### config.mk
export PLATFORM = sky130hd
export DESIGN_NAME = chain_programmer
export DESIGN_NICKNAME = d
export VERILOG_FILES = /design/src/rtl/chain_prog_pkg.sv /design/src/rtl/chain_programmer_activity_monitor.sv /design/src/rtl/chain_programmer.sv
export SDC_FILE = /design/constraint.sdc
export NUM_CORES = 1
export LEC_CHECK = 0
export CORE_MARGIN = 3
export CORE_UTILIZATION = 46
export DETAILED_ROUTE_END_ITERATION = 12
export DONT_BUFFER_PORTS = 1
export RECOVER_POWER = 25
export SYNTH_ARGS = -nofsm -noshare
export SYNTH_HDL_FRONTEND = slang
export SYNTH_HIERARCHICAL = 1
export SYNTH_SLANG_ARGS = --single-unit
### constraint.sdc
create_clock -name clkin -period 2 [get_ports clkin]
set_input_delay 0.4 -clock clkin [delete_from_list [all_inputs] [get_ports clkin]]
set_output_delay 0.4 -clock clkin [all_outputs]
set_load 0.02 [all_outputs]
### src/rtl/chain_prog_pkg.sv
// Shared types and helpers for the serial configuration-chain programmer.
package chain_prog_pkg;

  typedef enum logic [2:0] {
    IDLE,
    RSTP,
    SHIFT_LO,
    SHIFT_HI,
    CAPT,
    DONE
  } state_t;

  localparam int unsigned DEF_DIV     = 4;
  localparam int unsigned DEF_RST_LEN = 16;

  function automatic int unsigned clog2(input int unsigned v);
    int unsigned r;
    r = 0;
    while ((64'd1 << r) < 64'(v)) r++;
    return r;
  endfunction

endpackage

### src/rtl/chain_programmer_activity_monitor.sv
// scl activity monitor: comm_busy stays high until scl has been high for
// 2^(CTR_W-1) consecutive clkin cycles.
module activity_monitor #(
  parameter int unsigned CTR_W = 23
) (
  input  logic clkin,
  input  logic rst,
  input  logic scl,
  output logic comm_busy
);

  logic [CTR_W-1:0] ctr;

  // Counter saturates once its MSB is set; any low scl cycle restarts it.
  always_ff @(posedge clkin) begin
    if (rst)                  ctr <= '0;
    else if (!scl)            ctr <= '0;
    else if (!ctr[CTR_W-1])   ctr <= ctr + CTR_W'(1);
  end

  assign comm_busy = !ctr[CTR_W-1];

endmodule

### src/rtl/chain_programmer.sv
// Shifts an N_REGS x REG_W register bank MSB-first into the configuration
// chain, then strobes capture. Optional CHAIN_AUTO_UPDATE_EN reprograms on data change.
module chain_programmer
  import chain_prog_pkg::*;
#(
  parameter int unsigned N_REGS     = 13,
  parameter int unsigned REG_W      = 8,
  parameter int unsigned DIV        = DEF_DIV,
  parameter int unsigned RST_LEN    = DEF_RST_LEN,
  parameter int unsigned BUSY_CTR_W = 23,
  parameter bit          INVERT_OUT = 1'b1
) (
  input  logic                      clkin,
  input  logic                      rst,
  input  logic                      scl,
  input  logic [N_REGS*REG_W-1:0]   cfg_data,
  input  logic                      cfg_update,
  input  logic                      chain_reset_req,
  output logic                      p_sck,
  output logic                      p_sda,
  output logic                      p_scapt,
  output logic                      p_reset,
  output logic                      prog_busy,
  output logic                      prog_done,
  output logic                      comm_busy
);

  localparam int unsigned TOTAL  = N_REGS * REG_W;
  localparam int unsigned BW     = (clog2(TOTAL) < 1) ? 1 : clog2(TOTAL);
  localparam int unsigned MAXLEN = (DIV > RST_LEN) ? DIV : RST_LEN;
  localparam int unsigned PW     = (clog2(MAXLEN) < 1) ? 1 : clog2(MAXLEN);

  localparam logic [PW-1:0] DIV_LAST = PW'(DIV - 1);
  localparam logic [PW-1:0] RST_LAST = PW'(RST_LEN - 1);
  localparam logic [BW-1:0] BIT_LAST = BW'(TOTAL - 1);

  state_t           state, state_nx;
  logic [PW-1:0]    cnt;
  logic [BW-1:0]    bcnt;
  logic [TOTAL-1:0] sreg;
  logic             pend_upd, pend_rst;
  logic             req_upd, req_rst, auto_req;
  logic             take_upd, take_rst, hi_exit;
  logic             sck_l, sda_l, scapt_l, reset_l;

  activity_monitor #(
    .CTR_W (BUSY_CTR_W)
  ) u_activity (
    .clkin     (clkin),
    .rst       (rst),
    .scl       (scl),
    .comm_busy (comm_busy)
  );

`ifdef CHAIN_AUTO_UPDATE_EN
  logic [TOTAL-1:0] shadow;

  always_ff @(posedge clkin) begin
    if (rst)           shadow <= '0;
    else if (take_upd) shadow <= cfg_data;
  end

  assign auto_req = !comm_busy && (cfg_data != shadow);
`else
  assign auto_req = 1'b0;
`endif

  assign req_rst = chain_reset_req | pend_rst;
  assign req_upd = cfg_update | pend_upd | auto_req;

  always_comb begin
    state_nx = state;
    take_rst = 1'b0;
    take_upd = 1'b0;
    hi_exit  = 1'b0;
    unique case (state)
      IDLE: begin
        if (req_rst) begin
          state_nx = RSTP;
          take_rst = 1'b1;
        end else if (req_upd) begin
          state_nx = SHIFT_LO;
          take_upd = 1'b1;
        end
      end
      RSTP:     if (cnt == RST_LAST) state_nx = IDLE;
      SHIFT_LO: if (cnt == DIV_LAST) state_nx = SHIFT_HI;
      SHIFT_HI: begin
        if (cnt == DIV_LAST) begin
          hi_exit  = 1'b1;
          state_nx = (bcnt == BIT_LAST) ? CAPT : SHIFT_LO;
        end
      end
      CAPT:     if (cnt == DIV_LAST) state_nx = DONE;
      DONE:     state_nx = IDLE;
      default:  state_nx = IDLE;
    endcase
  end

  always_ff @(posedge clkin) begin
    if (rst) begin
      state    <= IDLE;
      cnt      <= '0;
      bcnt     <= '0;
      sreg     <= '0;
      pend_upd <= 1'b0;
      pend_rst <= 1'b0;
    end else begin
      state <= state_nx;
      cnt   <= (state_nx != state || state == IDLE) ? '0 : cnt + PW'(1);
      if (take_upd) begin
        sreg <= cfg_data;
        bcnt <= '0;
      end else if (hi_exit) begin
        sreg <= sreg << 1;
        bcnt <= bcnt + BW'(1);
      end
      // An update arriving alongside a serviced reset is held for the next pass.
      pend_rst <= take_rst ? 1'b0 : (pend_rst | (prog_busy & chain_reset_req));
      pend_upd <= take_upd ? 1'b0 : (pend_upd | ((prog_busy | take_rst) & cfg_update));
    end
  end

  assign sck_l   = (state == SHIFT_HI);
  assign sda_l   = ((state == SHIFT_LO) || (state == SHIFT_HI)) && sreg[TOTAL-1];
  assign scapt_l = (state == CAPT);
  assign reset_l = (state == RSTP);

  assign p_sck     = sck_l   ^ INVERT_OUT;
  assign p_sda     = sda_l   ^ INVERT_OUT;
  assign p_scapt   = scapt_l ^ INVERT_OUT;
  assign p_reset   = reset_l ^ INVERT_OUT;
  assign prog_busy = (state != IDLE);
  assign prog_done = (state == DONE);

endmodule

==> impl_metrics.yaml <==
floorplanning:
  fp.dieH_um: 125
  dieWidth_um: 125
  io_pins: 116
  rows: 42
  dieArea_sq_um: 15700
  core_sq_um: 13600
  initial_core_util_pct: 48.3
timing:
  finalSetupViolCount: 0
  final_hold_viol_count: 0
  period_needed_ps: 1910
  tightest_slew_ps: 516
  setup_tns_ps: 0
  skew_ps: 6.49
  hold_slack_ps: 79.7
  fmax_mhz: 524
  slew_headroom_pct: 65.6
  setup_ws_ps: 92.0
  fin_crit_sh_pct: 95.4
  rsz0062_at_grt: "no"
  finalMaxSlewViolations: 0
global_route:
  grt_use_met2_pct: 28.5
  track_usage_pct: 18.9
  grt_pass1_wl_um: 24800
  grt-ovfl-total: 0
  antenna_found_initial: 0
  grt_pass1_vias: 5180
  busiest_layer: "met2"
  gr-usage-met3_pct: 6.44
  grt_max_degree: 143
  met1_usage_pct: 25.5
drt:
  post_drt_wl_per_cell_um: 16.2
  vias: 5522
  drt-vias-per-instance: 5.78
  drtIter0Drc: 527
  dr.pass1.iters: 5
  ant_nets: 0
  wirelength_um: 15500
  drc: 0
worst_setup_path:
  reg2reg_from: "u_activity/ctr[0]$_SDFFE_PP0N_"
  cp.required_ps: 1600
  critPathSlowestCell: "or3b_2"
  cp_max_fo: 10
  crit_buf_inv: 1
  cp-startpoint: "state[1]$_SDFF_PP0_"
  critPathTopFamily: "simple AND/OR/NAND/NOR gates"
  worstPathCellList: "or3b_2 > buf_4"
  slowest_delay_ps: 510
  endpoint_kind: "output port"
  critPathLaunchType: "flip-flop"
  critPathKind: "flip-flop to output port"
  arrival_ps: 1510
yosys:
  synth-edff-count: 0
  ys_top_cells_by_count: "nand2_1 (211), dfxtp_1 (143), nor2_1 (119)"
  syn_avg_cell_area_sq_um: 8.27
  yosysUniqueCellTypes: 54
  ys.warnings.count: 6
  yosysTopAreaCell: "dfxtp_1"
  synth_flop_cell: "dfxtp_1"
  syn_nets: 904
  netlist_instances: 792
  synthArstFlopShare_pct: 0
  synth_area_sq_um: 6550
  yosysTopAreaCellShare_pct: 43.7
  synth_area_leaders: "dfxtp_1 (44%), nand2_1 (12%), a311oi_1 (11%)"
  ys_seq_area_share_pct: 43.7
  synth-seq-cells: 143
  yosysMostFrequentCell: "nand2_1"
layout:
  areaGrowthSynthToFinish_pct: 13.0
  nets: 879
  num_antenna_cells: 0
  finalNonFillerCells: 956
  nFillCells: 1298
  multi_input_area_sq_um: 3320
  ff_latch_area_sq_um: 2870
  drive_gt1_share_pct: 12.1
placed_design:
  routabilityCongestion: 0.787
  io_buffers: 0
  dp_hpwl_um: 9280
  placed_cells: 919
  dpl_worst_slack_ps: 105
pwr:
  ir_drop_mv: 0.645
  power.density_nw_per_um2: 1000
  p_leak_uw: 0.00248
clocking:
  cts_tree: "done"
  root_buffer: "clkbuf_16"
  clkLatencyLatePin_ps: 420
  cts_inserted_buffers: 17
  htreeDepth: 4
  cts.sinks: 143
  clkTransAtPathRegs_ps: 60
  hold_buffers: 0
  clockBufferDepth: 2
job:
  maxCapViolCount: 0
worst_hold_path:
  hold_start: "rst"
  hp-class: "input port to flip-flop"
run_status:
  status: "complete, no violations"
==> routing by layer <==
| metal | share of wire [%] | routed length [um] |
|---|---|---|
| met4 | 1.4 | 218 |
| met2 | 47 | 7210 |
| met3 | 5.8 | 893 |
| met5 | 0 | 0 |
| met1 | 46 | 7140 |
==> worst paths after layout <==
kind	end	slack, ps	cells after the start
max	p_scapt	90	2
min	state[0]$_SDFF_PP0_	80	1
max reg2reg	u_activity/ctr[14]$_SDFFE_PP0N_	90	4
min reg2reg	sreg[73]$_SDFFE_PP0P_	470	2
==> where the power goes <==
| group | switching, uW | internal (uW) | leakage [uW] | total [uW] |
|---|---|---|---|---|
| sequential | 126 | 3080 | 0.00117 | 3200 |
| clock | 1250 | 2380 | 0.000328 | 3630 |
| combinational | 349 | 251 | 0.000978 | 600 |
| total | 1720 | 5710 | 0.00248 | 7430 |
==> sequential cells by signal, indices dropped and copies added (netlist names) <==
| name | cells |
|---|---|
| pend_upd | 1 |
| bcnt | 7 |
| cnt | 4 |
| state | 3 |
| pend_rst | 1 |
| sreg | 104 |
| u_activity/ctr | 23 |
==> cells in the final DEF (no fill, tap or decap), types with 4 or more instances in the layout <==
| master | count |
|---|---|
| nand2_1 | 210 |
| dfxtp_1 | 138 |
| nor2_1 | 119 |
| a311oi_1 | 81 |
| a311oi_2 | 21 |
| clkbuf_16 | 18 |
| a21oi_1 | 13 |
| nor3_1 | 13 |
| xor2_1 | 12 |
| nand3_1 | 11 |
| nand4_1 | 11 |
| buf_4 | 11 |
| xnor2_1 | 10 |
| buf_12 | 7 |
| inv_1 | 6 |
| bufinv_16 | 6 |
| nand2b_1 | 5 |
| dfxtp_2 | 5 |
| o31ai_1 | 5 |
| nand3b_1 | 4 |
| o21ai_0 | 4 |
| or4_1 | 4 |
==> logic make-up (layout without fill, tap and decap cells) <==
| family | Yosys count | in the layout | synth area share, % |
|---|---|---|---|
| compound gates | 133 | 133 | 18.6 |
| simple gates | 415 | 415 | 28.3 |
| buf+inv | 74 | 62 | 5.48 |
| fa+ha+maj | 3 | 3 | 0.573 |
| flops | 143 | 143 | 43.7 |
| mux | 2 | 2 | 0.306 |
| xor+xnor | 22 | 22 | 2.94 |
==> final cells by class <==
type                    count  share of cell area, %
clock inverters            13                   3.14
flip-flops and latches    143                   38.8
repair buffers             24                   3.95
multi-input cells         575                   44.9
inverters                   6                  0.304
well taps                 176                   2.97
clock buffers              19                   5.98
==> metrics by stage <==
step / cell area (sq um) / utilization, % / total power, uW
global placement: 6690 / 49.3 / 3800
floorplan: 6550 / - / 3750
finish: 7400 / 54.6 / 7430
detailed placement: 6690 / 49.3 / 3830
global route: 7400 / 54.6 / 7720
CTS: 7360 / 54.3 / 7470
==> timing repair <==
item                                    CTS  global route
endpoints found under the hold margin     0             0
gates resized for setup                   0            12
buffers inserted                          0             4
endpoints found under the setup margin    0            23
Power figures use the tool's default switching activity.
